[src/rtl/rtc_bus_arbiter.sv]
// rtc_bus_arbiter: shares the RTC bus engine between init, user and reader requesters with timeout guard
module rtc_bus_arbiter #(
  parameter logic [7:0] TIMEOUT_CYCLES = 8'd255,
  parameter logic [3:0] MAX_SKIP = 4'd3
) (
  input  logic       clk,
  input  logic       reset,
  input  logic       init_valid,
  input  logic [7:0] init_addr,
  input  logic [7:0] init_wdata,
  output logic       init_done,
  input  logic       user_valid,
  input  logic [7:0] user_addr,
  input  logic [7:0] user_wdata,
  output logic       user_done,
  input  logic       rd_valid,
  input  logic [7:0] rd_addr,
  output logic       rd_done,
  output logic [7:0] rdata,
  output logic       err,
  output logic       bus_start,
  output logic       bus_write,
  output logic [7:0] bus_addr,
  output logic [7:0] bus_wdata,
  input  logic       bus_done,
  input  logic [7:0] bus_rdata,
  output logic [1:0] grant_id
);
  localparam logic [1:0] IDLE = 2'd0, ISSUE = 2'd1, WAIT = 2'd2, RELEASE = 2'd3;
  logic [1:0] state;
  logic [1:0] win;
  logic [3:0] skip_cnt;
  logic [7:0] wait_cnt;
  logic       finish;
  // a starved reader overrides the fixed priority
  always_comb begin
    win = (rd_valid && skip_cnt == MAX_SKIP) ? 2'd3 :
          init_valid ? 2'd1 :
          user_valid ? 2'd2 :
          rd_valid ? 2'd3 : 2'd0;
    finish = bus_done || wait_cnt == TIMEOUT_CYCLES - 8'd1;
  end
  always_ff @(posedge clk) begin
    if (reset) begin
      state <= IDLE;
      skip_cnt <= 4'd0;
      wait_cnt <= 8'd0;
      init_done <= 1'b0;
      user_done <= 1'b0;
      rd_done <= 1'b0;
      rdata <= 8'h00;
      err <= 1'b0;
      bus_start <= 1'b0;
      bus_write <= 1'b0;
      bus_addr <= 8'h00;
      bus_wdata <= 8'h00;
      grant_id <= 2'd0;
    end else begin
      case (state)
        IDLE: if (win != 2'd0) begin
          bus_start <= 1'b1;
          grant_id <= win;
          bus_write <= win != 2'd3;
          bus_addr <= win == 2'd1 ? init_addr : win == 2'd2 ? user_addr : rd_addr;
          bus_wdata <= win == 2'd1 ? init_wdata : win == 2'd2 ? user_wdata : 8'h00;
          skip_cnt <= win == 2'd3 ? 4'd0 :
                      (rd_valid && skip_cnt < MAX_SKIP) ? skip_cnt + 4'd1 : skip_cnt;
          state <= ISSUE;
        end
        ISSUE: begin
          bus_start <= 1'b0;
          wait_cnt <= 8'd0;
          state <= WAIT;
        end
        WAIT: if (finish) begin
          err <= !bus_done;
          init_done <= grant_id == 2'd1;
          user_done <= grant_id == 2'd2;
          rd_done <= grant_id == 2'd3;
          if (bus_done && grant_id == 2'd3) rdata <= bus_rdata;
          state <= RELEASE;
        end else begin
          wait_cnt <= wait_cnt + 8'd1;
        end
        default: begin
          init_done <= 1'b0;
          user_done <= 1'b0;
          rd_done <= 1'b0;
          err <= 1'b0;
          grant_id <= 2'd0;
          bus_write <= 1'b0;
          bus_addr <= 8'h00;
          bus_wdata <= 8'h00;
          state <= IDLE;
        end
      endcase
    end
  end
endmodule

[config.mk]
export PLATFORM = sky130hd
export DESIGN_NAME = rtc_bus_arbiter
export DESIGN_NICKNAME = d
export VERILOG_FILES = /design/src/rtl/rtc_bus_arbiter.sv
export SDC_FILE = /design/constraint.sdc
export NUM_CORES = 1
export LEC_CHECK = 0
export CORE_MARGIN = 2
export CORE_UTILIZATION = 30
export CTS_CLUSTER_SIZE = 10
export DETAILED_ROUTE_END_ITERATION = 6
export SLEW_MARGIN = 20
export SYNTH_ARGS = -nofsm -noshare
export SYNTH_HDL_FRONTEND = slang
export SYNTH_SLANG_ARGS = --single-unit
[constraint.sdc]
create_clock -name clk -period 2.2 [get_ports clk]
set_input_delay 0.22 -clock clk [delete_from_list [all_inputs] [get_ports clk]]
set_output_delay 0.22 -clock clk [all_outputs]
set_load 0.05 [all_outputs]
* After elaboration in Yosys (flattened, before gate mapping) *
Index checks and enable logic that the tools add are counted.

storage, ports and cells
  register bits after elaboration = 46
  output and inout bits = 32

operators by class
  add/subtract/negate cells = 2
  bitwise gates (word level) = 2
  $lt $le $gt $ge = 1
  equal/unequal tests = 14
  reductions and logical operators = 19
  mux-type cells = 33

operators with widths
  kind                                                                   count
  8-bit 2-to-1 mux                                                       7
  8-bit case mux with 2 select lines                                     3
  2-bit 2-to-1 mux                                                       7
  1-bit case mux with 2 select lines                                     6
  2-bit == test (second input constant)                                  5
  2-bit AND reduction                                                    5
  8-bit by 1-bit adder with 8-bit output (second input constant)         1
  8-bit == test (second input constant)                                  1
  4-bit 2-to-1 mux                                                       2
  2-bit != test (second input constant)                                  4
  2-bit nonzero test                                                     4
  2-bit by 1-bit == test with 1-bit output (second input constant)       3
  1-bit 2-to-1 mux                                                       6
  2-bit case mux with 3 select lines                                     1
  3-bit AND reduction                                                    2
  4-bit by 1-bit adder with 4-bit output (second input constant)         1
  4-bit by 2-bit == test with 1-bit output (second input constant)       1
  4-bit by 2-bit < comparator with 1-bit output (second input constant)  1
  2-bit case mux with 2 select lines                                     1
  2-bit OR reduction                                                     2
  1-bit logical AND                                                      3
  2-bit logical NOT                                                      1
  1-bit inverter                                                         2
  1-bit logical NOT                                                      1
  1-bit logical OR                                                       1

* Longest topological paths before layout *
Gate-level depths: netlist (run 1).

  word-level depth = 9
  gate-level depth with buffers = 7
  mapped depth without buffers = 6

* Worst setup path before layout (run 1) *
No wires, ideal clock.

  path type = reg2reg
  start point = register state[0]
  end point = register bus_wdata[0]
  data arrival time = 1.519 ns
  period minus slack after synthesis = 1.590 ns
  setup slack = 0.610 ns
  required time = 2.129 ns
  buffers on the path = 0
  cell stages (with the launch flop) = 7
  path through = dfxtp_1 > inv_1 > ha_1 > nand2b_1 > nor3_4 > nand2_1 > o2bb2ai_1

on the way
  cells in the longest elaborated chain, start to end = 4
  elaborated cells on any way between the ends = 8
  classes of those cells = 3 x eq/ne; 1 x mux; 1 x bitwise; 3 x reduce/logical

RTL lines
  what                                                                              line  text
  from (decl)                                                                       30    logic [1:0] state;
  from (signal assigned)                                                            45    state <= IDLE;
  from (signal assigned)                                                            68    state <= ISSUE;
  from (signal assigned)                                                            73    state <= WAIT;
  2-bit == test / 2-bit by 1-bit == test with 1-bit output (equally long branches)  59    case (state)
  2-bit OR reduction (no source line)                                               --
  1-bit inverter (no source line)                                                   --
  2-bit AND reduction (no source line)                                              --
  to (signal assigned)                                                              65    bus_wdata <= win == 2'd1 ? init_wdata : win == 2'd2 ? user_wdata : 8'h00;
  to (decl)                                                                         24    output logic [7:0] bus_wdata,

Parallel ways exist; a longest one is shown, timed or not.
A chain may end at the register's enable or synchronous reset.

* Worst setup path in the final report (run 1) *
  start point = register grant_id[0]
  end point = output grant_id[0]

RTL lines
  what                    line  text
  from (decl)             27    output logic [1:0] grant_id
  from (signal assigned)  62    grant_id <= win;

No word-level cell between the ends.

==> results of run 1 <==
cell usage after synthesis (2+ instances only):
cell type / n / area (sq um)
dfxtp_1: 46 / 920.9
nand2_1: 26 / 97.59
nor2_1: 25 / 93.84
a21oi_1: 22 / 110.1
o2bb2ai_1: 16 / 140.1
inv_1: 12 / 45.04
nand3_1: 10 / 50.05
o211ai_1: 10 / 75.07
nand3b_1: 9 / 67.56
a22oi_1: 8 / 60.06
a31oi_1: 8 / 50.05
buf_2: 8 / 40.04
nand2b_1: 8 / 50.05
clkbuf_1: 6 / 22.52
ha_1: 6 / 75.07
o21ai_0: 4 / 20.02
a211oi_1: 3 / 22.52
mux2i_1: 3 / 30.03
o21a_1: 3 / 22.52
o31ai_1: 3 / 22.52
a41oi_1: 2 / 17.52
nor2b_1: 2 / 12.51
nor3b_1: 2 / 15.01
or2b_2: 2 / 17.52
or4_1: 2 / 15.01
xor2_1: 2 / 17.52
stage by stage:
step / power, mW / hold WS (ps) / setup WS [ps] / utilization (%) / instance area, sq um
2_1_floorplan: 2.222 / 356.0 / 610.1 / - / 2367
3_3_place_gp: 2.760 / 442.6 / 306.5 / 43.20 / 3321
3_5_place_dp: 2.763 / 447.7 / 220.6 / 43.20 / 3321
4_1_cts: 3.317 / 457.9 / 406.0 / 44.38 / 3412
5_1_grt: 3.474 / 466.6 / 368.6 / 44.38 / 3412
6_report: 3.279 / 456.3 / 417.8 / 44.38 / 3412
flip-flops by register name, indices dropped and copies added, names as in the netlist:
signal / count
bus_addr: 8
bus_start: 1
bus_wdata: 8
bus_write: 1
err: 1
grant_id: 2
init_done: 1
rd_done: 1
rdata: 8
skip_cnt: 4
state: 2
user_done: 1
wait_cnt: 8
per-layer routing:
layer / share of wire [%] / up-vias
li1: - / 1165
met1: 47 / 991
met2: 44 / 83
met3: 8.1 / 6
met4: 0.95 / 0
met5: 0 / -
cell type report:
| type | count | share of cell area (%) |
|---|---|---|
| clock buffer | 7 | 2.530 |
| clock inverter | 1 | 0.1467 |
| inverter | 12 | 1.320 |
| multi-input combinational | 201 | 38.58 |
| sequential | 46 | 26.99 |
| tap | 102 | 3.740 |
| timing repair buffer | 93 | 26.70 |
placed cells by master, fill, tap and decap left out, types with 2 or more instances in the layout:
cell,synthesis,final
a21oi_1,22,22
clkdlybuf4s50_1,0,85
o31ai_1,3,3
clkbuf_8,0,6
nor3b_1,2,2
ha_1,6,6
a31oi_1,8,8
dfxtp_1,46,46
nand2_1,26,26
a211oi_1,3,3
o21ai_0,4,4
mux2i_1,3,3
a41oi_1,2,2
o211ai_1,10,10
nor2b_1,2,2
o2bb2ai_1,16,16
o21a_1,3,3
nand3b_1,9,9
xor2_1,2,2
or4_1,2,2
nand2b_1,8,8
inv_1,12,12
or2b_2,2,2
nor2_1,25,25
nand3_1,10,10
buf_4,1,8
a22oi_1,8,8
worst register-to-register path: stages, from the launching register on:
cell and delay, ps:
dfxtp_1 330, inv_1 80, ha_1 260, and2b_4 210
o21ai_2 140, or4_1 490, a21oi_1 140
how the worst min path moves through the flow:
stage,start,end,cells past startpoint
CTS,bus_rdata[0],rdata[0],3
global route,bus_rdata[0],rdata[0],3
global placement,rdata[4],rdata[4],2
finish,rdata[4],rdata[4],2
detailed placement,rdata[4],rdata[4],2
floorplan,bus_rdata[0],rdata[0],2
report_power, final:
group | switching [mW] | leakage (nW) | internal [mW]
clock | 0.288 | 0.0482 | 0.254
combinational | 1.01 | 0.784 | 0.621
sequential | 0.110 | 0.374 | 0.997
cell families after synthesis:
| group | count (synthesis) | share of synthesized area, % |
|---|---|---|
| mux | 3 | 1.269 |
| xor+xnor | 2 | 0.7401 |
| buf+inv | 29 | 5.497 |
| flops | 46 | 38.90 |
| compound gates | 85 | 24.95 |
| simple gates | 105 | 25.48 |
| fa+ha+maj | 6 | 3.171 |
==> results by stage, run 1 <==
Global routing:
- The overall track demand over capacity in global routing is a little over an eighth.
- The initial antenna violation count is 0.
- The met2 capacity usage during global routing is between 20% and 30%.
- Entering global routing, the biggest net connects 27 pins.
- In the global route stage, met3 resource usage came out at 4.475%.
- After global routing, the most crowded layer is met2.
- For this run, global-route usage on met1 was measured as 17.51%.
- The via count of the first global-routing pass is between 2k and 2.5k.
- The first-pass GRT wire length is 9653 um.
- For this run the aggregate overflow at the end of global routing stands at 0.

Floorplanning:
- For this configuration, the core starts out at a cell density of 30.79%.
- The area of the core is ~0.0077 sq mm.
- For this design the top-level I/O count stands at 86.
- The die covers approximately 0.0086 sq mm.
- Measured along the x axis, the die boundary spans 92.83 um.
- The floorplan step set the die height to 92.83 um.
- The site row count is 32.

Setup path:
- In this run the worst setup path begins at grant_id[0].
- In this run the number of cells on the critical path is 1.
- The reg-to-reg startpoint is state[0].
- Traced cell by cell, the critical path runs through clkdlybuf4s50_1.
- The kind of critical path is reg -> out.
- The worst-case register-to-register setup slack is between 400 and 500 ps.
- The maximum single-stage delay on the critical path is just over 800 ps.
- The critical path endpoint is grant_id[0].
- STA classifies the critical path endpoint as an output pin.
- The number of buffers and inverters on the critical path is 1.
- Grouping stages by cell kind, the critical path spends the most delay in buffers and inverters.
- The number of cells traversed by the worst register-to-register path is 6.
- The arrival time of data at the critical path endpoint is 1560 ps.
- The maximum fanout encountered on the critical timing path is 5.
- For the worst setup path, the data required time is a little under 2000 ps.
- On the critical path, the stage with the largest delay is an instance of clkdlybuf4s50_1.
- STA classifies the critical path startpoint as a flip-flop.
- The end of the worst register-to-register path is wait_cnt[6].

CTS:
- The post-CTS setup buffer count is 0.
- The number of buffers created by CTS is 5.
- The CTS clock-pin slew for the worst setup and hold paths is 90 ps.
- The H-tree was split into 2 levels.
- The number of buffers between clock root and the deepest sink is 2.
- The clock latency reported for the late side of the worst-skew pair is roughly 300 ps.
- TritonCTS built the clock tree.
- The cell at the root of the clock tree is clkbuf_8.
- The quantity of gates resized following cts is 0.
- The post-cts hold buffer count is 0.
- The clock sink count is 46.

Routing:
- After detailed routing, the average wire length per cell comes to around 13 um.
- The number of design rule violations left after detail routing is 0.
- The DRC violation total after the first TritonRoute iteration is 68.
- The wire length reported by the detailed router is around 6000 um.
- The final route contains 2245 vias.
- In this run the remaining antenna-violating nets after routing total 0.
- The vias per cell is 4.859.
- The first-pass iteration count of the detailed router is 4.

STA:
- The clock skew after layout is about 10 ps.
- The normalized max-slew margin is 61.90%.
- The maximum clock frequency is 0.5611 GHz.
- The slew at the pin closest to its max-slew limit is 570.4 ps.
- The smallest clock period supported by the final layout is computed as 1782 ps.
- Setup repair after global routing left no endpoint under its margin.
- The final critical path takes up 81.01% of the cycle.
- The setup total negative slack is 0 ps.
- Setup violations remaining at the end of the flow were counted as 0.
- The final max-slew violation count is 0.
- The final hold violation count is 0.

Logic synthesis:
- The summed instance area of the synthesized netlist is 0.002367 sq mm.
- The number of instances in the synthesized netlist is around 280.
- The average instance in the mapped netlist occupies 8.577 sq um.
- After synthesis, the share of flip-flops with an asynchronous set or reset is 0%.
- The number of different library cells in the post-synthesis netlist is 54.
- The flip-flop and latch count after synthesis is 46.
- The part of the Yosys area used for sequential elements is 38.90%.
- The most common flop cell mapped by yosys is dfxtp_1.
- The number of nets in the synthesized netlist is 336.
- The count of synthesis-stage warnings from yosys is 0.
- The number of enable flip-flop cells after synthesis is 0.

Layout:
- The final layout contains 419 nets.
- Once layout is complete, the cells apart from fillers number approximately 460.
- The filler cells instantiated in the layout total around 800.
- The sequential cell area in the final layout is 920.9 sq um.
- The total inserted antenna cells is 0.
- Compared with the post-synthesis result, the final layout area differs by 44.13%.
- Cells with a size suffix above 1 make up ~7.8% of the layout.
- The area of the multi-input gates is approximately 0.0013 sq mm.

Place:
- Counting tap cells, the placed design contains a total of approximately 450 instances.
- Detailed placement finished with a half-perimeter wire length of 4412 um.
- The count of port buffers added during placement is 85.
- The congestion estimate from routability-driven global placement came to roughly 0.8.

Run:
- The count of maximum capacitance violations is 0.

Power and ir drop:
- Dividing total power by cell area gives a power density of 961.1 mW/mm^2.
- The reported leakage power is 1.206 nW.
- The maximum VDD drop is 0.4960 mV.

Worst hold path:
- The class of the worst hold path is reg -> reg.

Run status:
- The flow ran to the end, and the final reports show no timing, DRC or antenna violations.
Note: power is estimated with default switching activity, not from simulation.
==> inputs of run 2 (changes only) <==
- clock period: 2.2 -> 1.7 ns (I/O delays scaled with it)
==> results by stage, run 2 (synthesis results as in run 1) <==
Run status:
- Run status: completed (unchanged).

CTS:
- The CTS tree is yes (unchanged).
- The quantity of gates resized following cts is 0 (unchanged).
- The clock sink count is 46 (unchanged).
- The post-cts hold buffer count is 0 (unchanged).
- The cell at the root of the clock tree is clkbuf_8 (unchanged).
- The CTS H-tree depth is 2 (unchanged).
- The clock latency reported for the late side of the worst-skew pair is 310 ps (was 300 ps).
- The CTS clock-pin slew for the worst setup and hold paths is 80 ps (was 90 ps).
- The post-CTS setup buffer count is 0 (unchanged).
- The number of buffers between clock root and the deepest sink is 2 (unchanged).
- The number of buffers created by CTS is 5 (unchanged).

Place:
- The count of port buffers added during placement is 85 (unchanged).
- The placed cell area is 0.003413 sq mm (was 0.003321 sq mm).
- The routability congestion estimate is 0.7823 (was 0.7822).
- The worst slack at placement is -53.47 ps (was 220.6 ps).
- The HPWL after detailed placement was 4741 um (was 4412 um).

STA:
- The setup total negative slack was 0 ps (unchanged).
- Setup repair after global routing missed its margin: no (unchanged).
- The final hold violation count came to 0 (unchanged).
- The final setup violation count was 0 (unchanged).
- The clock skew after layout is 7.584 ps (was 9.778 ps).
- The normalized max-slew margin is 65.92% (was 61.90%).
- Counting I/O delays and the setup requirement, the final critical path takes 1639 ps.
- The maximum clock frequency is approximately 0.6 GHz.
- The final worst setup slack is 61.25 ps (was 417.8 ps).
- The slew at the pin closest to its max-slew limit came to 509.6 ps (was 570.4 ps).
- The worst path uses between 90% and 100% of the clock period.
- The final max-slew violation count is 0 (unchanged).

Power and ir drop:
- The switching power share of the total came to 41.20% (was 42.91%).
- The portion of total power attributed to the clock network is 17.7% (was 16.5%).
- The power share of the combinational group was 50.9% (was 49.7%).
- The power density normalized to cell area is 1296 mW/mm^2 (was 961.1 mW/mm^2).
- The internal power is 2.702 mW (was 1.872 mW).
- The maximum VDD drop is 0.6693 mV (was 0.4960 mV).
- The switching power total is 1.893 mW (was 1.407 mW).
- The share of total power in sequential cells is 31.4% (was 33.8%).
- The reported leakage power is 1.313 nW (was 1.206 nW).

Floorplanning:
- The area of the die is 0.008617 sq mm (unchanged).
- The die outline height is 92.83 um (unchanged).
- The starting utilization of the core area came to 30.79% (unchanged).
- The die width is 92.83 um (unchanged).
- The area of the core is 0.007687 sq mm (unchanged).
- The top-level port count came to 86 (unchanged).
- The site row count came to 32 (unchanged).

Global routing:
- The via count of the first global-routing pass is 2349 (was 2107).
- The initial antenna violation count is 0 (unchanged).
- The first-pass GRT wire length is 10610 um (was 9653 um).
- The largest net degree at the start of global routing is 26 (was 27).
- The aggregate global routing overflow is 0 (unchanged).
- The overall track demand over capacity in global routing is 15.09% (was 13.64%).

Setup path:
- The family with the most delay on the worst path is buffers and inverters (unchanged).
- The critical path launch point type is a flip-flop (unchanged).
- The maximum fanout encountered on the critical timing path is 2 (was 5).
- The endpoint required time on the critical path is 1530 ps (was 1980 ps).
- The kind of critical path was reg -> out (unchanged).
- CP Cell Sequence: clkdlybuf4s50_1 (unchanged).
- The maximum single-stage delay on the critical path is 810 ps (was 830 ps).
- The endpoint class of the critical path is an output pin (unchanged).
- The arrival time of data at the critical path endpoint is 1470 ps (was 1560 ps).
- The critical path's slowest cell is clkdlybuf4s50_1 (unchanged).
- The combined buffer and inverter count along the critical path came to 1 (unchanged).

Routing:
- The met3 layer wire length in the routed design is 480 um (was 483 um).
- The post-route antenna net violation count is 0 (unchanged).
- The wire length reported by the detailed router was 6323 um (was 5978 um).
- The detail-routed net length per standard cell came to 13.31 um (was 12.94 um).
- The number of design rule violations left after detail routing is 0 (unchanged).
- The detailed-route wire length on metal 1 is 2951 um (was 2818 um).
- The vias per cell is 4.966 (was 4.859).
- The length of routed met2 wiring is 2799 um (was 2619 um).
- The first-pass iteration count of the detailed router is 4 (unchanged).
- The highest routed metal layer is met4 (unchanged).
- The DRC violation total after the first TritonRoute iteration is 68 (unchanged).
- The total via count after detailed routing is 2359 (was 2245).

Layout:
- The total inserted antenna cells is 0 (unchanged).
- The layout overhead on the synthesized area is 49.74% (was 44.13%).
- The proportion of layout cells with a drive suffix above 1 came to 14.48% (was 7.778%).
- The net count of the finished layout is 432 (was 419).
- Commonest cells after routing, fill and taps aside: clkdlybuf4s50_1, dfxtp_1, buf_4, nor2_1, nand2_1 (was clkdlybuf4s50_1, dfxtp_1, nand2_1, nor2_1, a21oi_1).
- The leading cell type in the layout, fill and taps excluded was clkdlybuf4s50_1 (unchanged).
- The design area is 0.003545 sq mm (was 0.003412 sq mm).

Worst hold path:
- The class of the worst hold path is in -> reg (was reg -> reg).

Run:
- The count of maximum capacitance violations came to 0 (unchanged).
[run 2: cell count changes in the layout (fill, tap and decap cells not counted), moves of 2 or more]
cell / change
ha_2: +2
dfxtp_2: +2
ha_1: -2
clkdlybuf4s50_1: -8
buf_4: +18
dfxtp_1: -2
[run 2: final cells by class]
type	count	area, sq um
Sequential cell	46	923.4
Multi-Input combinational cell	201	1333
Clock buffer	7	76.32
Clock inverter	1	30.03
Tap cell	102	127.6
Inverter	12	45.04
Fill cell	764	4143
Timing Repair Buffer	106	1010
[run 2: worst paths after layout]
check	from	endpoint	slack, ps	cells after the start
setup / recovery	bus_write	bus_write	60	1
hold / removal	bus_rdata[5]	rdata[5]	410	3
setup reg to reg	state[0]	wait_cnt[6]	100	6
hold reg to reg	rdata[2]	rdata[2]	460	2
[run 2: power by group through the flow]
stage          logic [mW]  registers [mW]  clock network [mW]
3_5_place_dp         2.28            1.45                   0
4_1_cts              2.29            1.44               0.844
6_report             2.34            1.44               0.814
3_3_place_gp         2.26            1.47                   0
5_1_grt              2.51            1.47               0.889
2_1_floorplan       0.852            2.02                   0
[run 2: stage by stage]
| step | hold WS [ps] | utilization, % | instances | power (mW) |
|---|---|---|---|---|
| after CTS | 403.8 | 45.78 | 475 | 4.574 |
| after floorplan | 306.0 | - | 276 | 2.875 |
| after detailed placement | 448.0 | 44.40 | 467 | 3.735 |
| final | 408.9 | 46.11 | 475 | 4.595 |
| after global routing | 410.7 | 46.11 | 475 | 4.874 |
| after global placement | 441.9 | 44.40 | 467 | 3.727 |
[run 2: metal layers]
layer / global-route usage, % / vias to the layer above
li1: - / 1191
met1: 18.92 / 1079
met2: 24.34 / 81
met3: 5.289 / 8
met4: 4.534 / 0
met5: 0 / -
==> inputs of run 3 (changes only) <==
- PLACE_DENSITY_LB_ADDON: not set -> 0.08
==> results by stage, run 3 (synthesis results as in run 1) <==
Setup path:
- The critical path launch point type is a flip-flop (unchanged).
- The maximum fanout encountered on the critical timing path was 2 (unchanged).
- The endpoint required time on the critical path is 1530 ps (about the same).
- The end of the worst register-to-register path is wait_cnt[6] (unchanged).
- The family with the most delay on the worst path is buffers and inverters (unchanged).
- The number of cells traversed by the worst register-to-register path is 6 (unchanged).
- The kind of critical path is reg -> out (unchanged).
- The maximum single-stage delay on the critical path was 810 ps (about the same).
- The combined buffer and inverter count along the critical path came to 1 (unchanged).
- The critical path's slowest cell is clkdlybuf4s50_1 (unchanged).
- The reg-to-reg startpoint is state[0] (unchanged).
- The worst-case register-to-register setup slack is 150 ps (was 100 ps).
- The endpoint class of the critical path is an output pin (unchanged).
- The arrival time of data at the critical path endpoint came to 1490 ps (was 1470 ps).
- CP Cell Sequence: clkdlybuf4s50_1 (unchanged).

STA:
- The worst hold margin is 399.0 ps (was 408.9 ps).
- The final critical-path required period is 1656 ps (was 1639 ps).
- The final hold violation count is 0 (unchanged).
- Setup repair after global routing missed its margin: no (unchanged).
- The setup total negative slack is 0 ps (unchanged).
- The final max-slew violation count is 0 (unchanged).
- The maximum clock frequency is 0.6037 GHz (was 0.6102 GHz).
- The final setup violation count is 0 (unchanged).
- The share of the clock period used by the worst path is 97.44% (was 96.40%).
- The slew at the pin closest to its max-slew limit is 577.7 ps (was 509.6 ps).
- The clock skew after layout is 6.177 ps (was 7.584 ps).
- The normalized max-slew margin is 61.41% (was 65.92%).

Layout:
- The total inserted antenna cells is 0 (unchanged).
- Commonest cells after routing, fill and taps aside: clkdlybuf4s50_1, dfxtp_1, buf_4, nand2_1, nor2_1 (was clkdlybuf4s50_1, dfxtp_1, buf_4, nor2_1, nand2_1).
- The layout overhead on the synthesized area is 52.91% (was 49.74%).
- The proportion of layout cells with a drive suffix above 1 came to 16.32% (was 14.48%).
- The net count of the finished layout is 439 (was 432).
- The number of filler instances in the final layout is 787 (was 764).
- The leading cell type in the layout, fill and taps excluded is clkdlybuf4s50_1 (unchanged).

Worst hold path:
- The class of the worst hold path is in -> reg (unchanged).
- The launch point of the worst hold path is bus_rdata[2] (was bus_rdata[5]).
- The count of cells along the worst hold path was 3 (unchanged).
- The endpoint of the worst hold-timing path was rdata[2] (was rdata[5]).

Place:
- The HPWL after detailed placement is 4646 um (was 4741 um).
- The count of port buffers added during placement is 85 (unchanged).
- The routability congestion estimate is 0.7575 (was 0.7823).

Floorplanning:
- The site row count is 32 (unchanged).
- The area of the core is 0.007687 sq mm (unchanged).
- The die outline height is 92.83 um (unchanged).
- The top-level port count is 86 (unchanged).
- The area of the die was 0.008617 sq mm (unchanged).
- The starting utilization of the core area is 30.79% (unchanged).
- The die width is 92.83 um (unchanged).

Power and ir drop:
- The overall power is 4.552 mW (was 4.595 mW).
- The reported leakage power was 1.384 nW (was 1.313 nW).
- The maximum VDD drop is 0.6699 mV (was 0.6693 mV).
- The power density normalized to cell area came to 1258 mW/mm^2 (was 1296 mW/mm^2).

CTS:
- The CTS clock-pin slew for the worst setup and hold paths came to 100 ps (was 80 ps).
- The clock sink count is 46 (unchanged).
- The cell at the root of the clock tree is clkbuf_8 (unchanged).
- The CTS H-tree depth is 2 (unchanged).
- The post-CTS setup buffer count came to 0 (unchanged).
- The number of buffers created by CTS is 5 (unchanged).
- The clock latency reported for the late side of the worst-skew pair is 310 ps (about the same).
- The CTS tree was yes (unchanged).
- The post-cts hold buffer count is 0 (unchanged).
- The number of buffers between clock root and the deepest sink came to 2 (unchanged).

Run status:
- Run status: completed (unchanged).

Global routing:
- The overall track demand over capacity in global routing is 15.11% (was 15.09%).
- The via count of the first global-routing pass was 2339 (was 2349).
- The first-pass GRT wire length is 10630 um (was 10610 um).
- The largest net degree at the start of global routing is 26 (unchanged).
- The initial antenna violation count is 0 (unchanged).
- The aggregate global routing overflow is 0 (unchanged).

Routing:
- The total via count after detailed routing came to 2370 (was 2359).
- The vias per cell is 4.917 (was 4.966).
- The detail-routed net length per standard cell was 13.09 um (was 13.31 um).
- The post-route antenna net violation count is 0 (unchanged).
- The wire length reported by the detailed router came to 6307 um (was 6323 um).
- The DRC violation total after the first TritonRoute iteration is 66 (was 68).
- The first-pass iteration count of the detailed router came to 4 (unchanged).
- The number of design rule violations left after detail routing is 0 (unchanged).

Run:
- The count of maximum capacitance violations came to 0 (unchanged).
run 3: changes by cell type in the layout (fill, tap and decap cells not counted), moves of 2 or more:
cell / change
dlymetal6s2s_1: +2
buf_12: +2
buf_4: +4
clkbuf_1: -2
run 3: worst max path at each step:
stage,cells after the start,to,startpoint
after floorplan,6,bus_wdata[0],state[0]
after global placement,4,bus_wdata[0],user_valid
after detailed placement,4,bus_wdata[6],user_valid
after CTS,1,bus_write,bus_write
after global routing,1,bus_write,bus_write
final,1,rd_done,rd_done
run 3: repair_timing:
item                                    4_1_cts  5_1_grt
endpoints found under the hold margin         0        0
gates resized for setup                       1       11
endpoints found under the setup margin        1       24
pin swaps                                     0        1
run 3: layout make-up:
class | count | area [sq um] | area share, %
clock inverter | 3 | 25.02 | 0.6913
clock buffer | 5 | 68.82 | 1.901
tap | 102 | 127.6 | 3.526
multi-input combinational | 201 | 1335 | 36.88
inverter | 12 | 45.04 | 1.244
timing repair buffer | 113 | 1095 | 30.25
sequential | 46 | 923.4 | 25.51
run 3: stage by stage:
| stage | setup WS [ps] | cell area, sq um | util [%] | cells |
|---|---|---|---|---|
| floorplan | 110.1 | 2367 | - | 276 |
| global placement | -79.37 | 3493 | 45.44 | 474 |
| detailed placement | -73.78 | 3493 | 45.44 | 474 |
| CTS | 32.10 | 3590 | 46.70 | 482 |
| global route | 0.4815 | 3620 | 47.09 | 482 |
| finish | 43.56 | 3620 | 47.09 | 482 |
run 3: routing by layer:
layer	share of wire, %	up-vias	global-route usage, %
met5	0	-	0
met4	1.4	0	5.147
met3	6.1	6	4.231
met2	46	66	25.97
met1	47	1084	18.04
li1	-	1214	-
run 3: report_power, final:
part	total, mW	switching [mW]	internal [mW]
clock	0.723	0.426	0.298
combinational	2.38	1.38	1.00
sequential	1.45	0.150	1.30
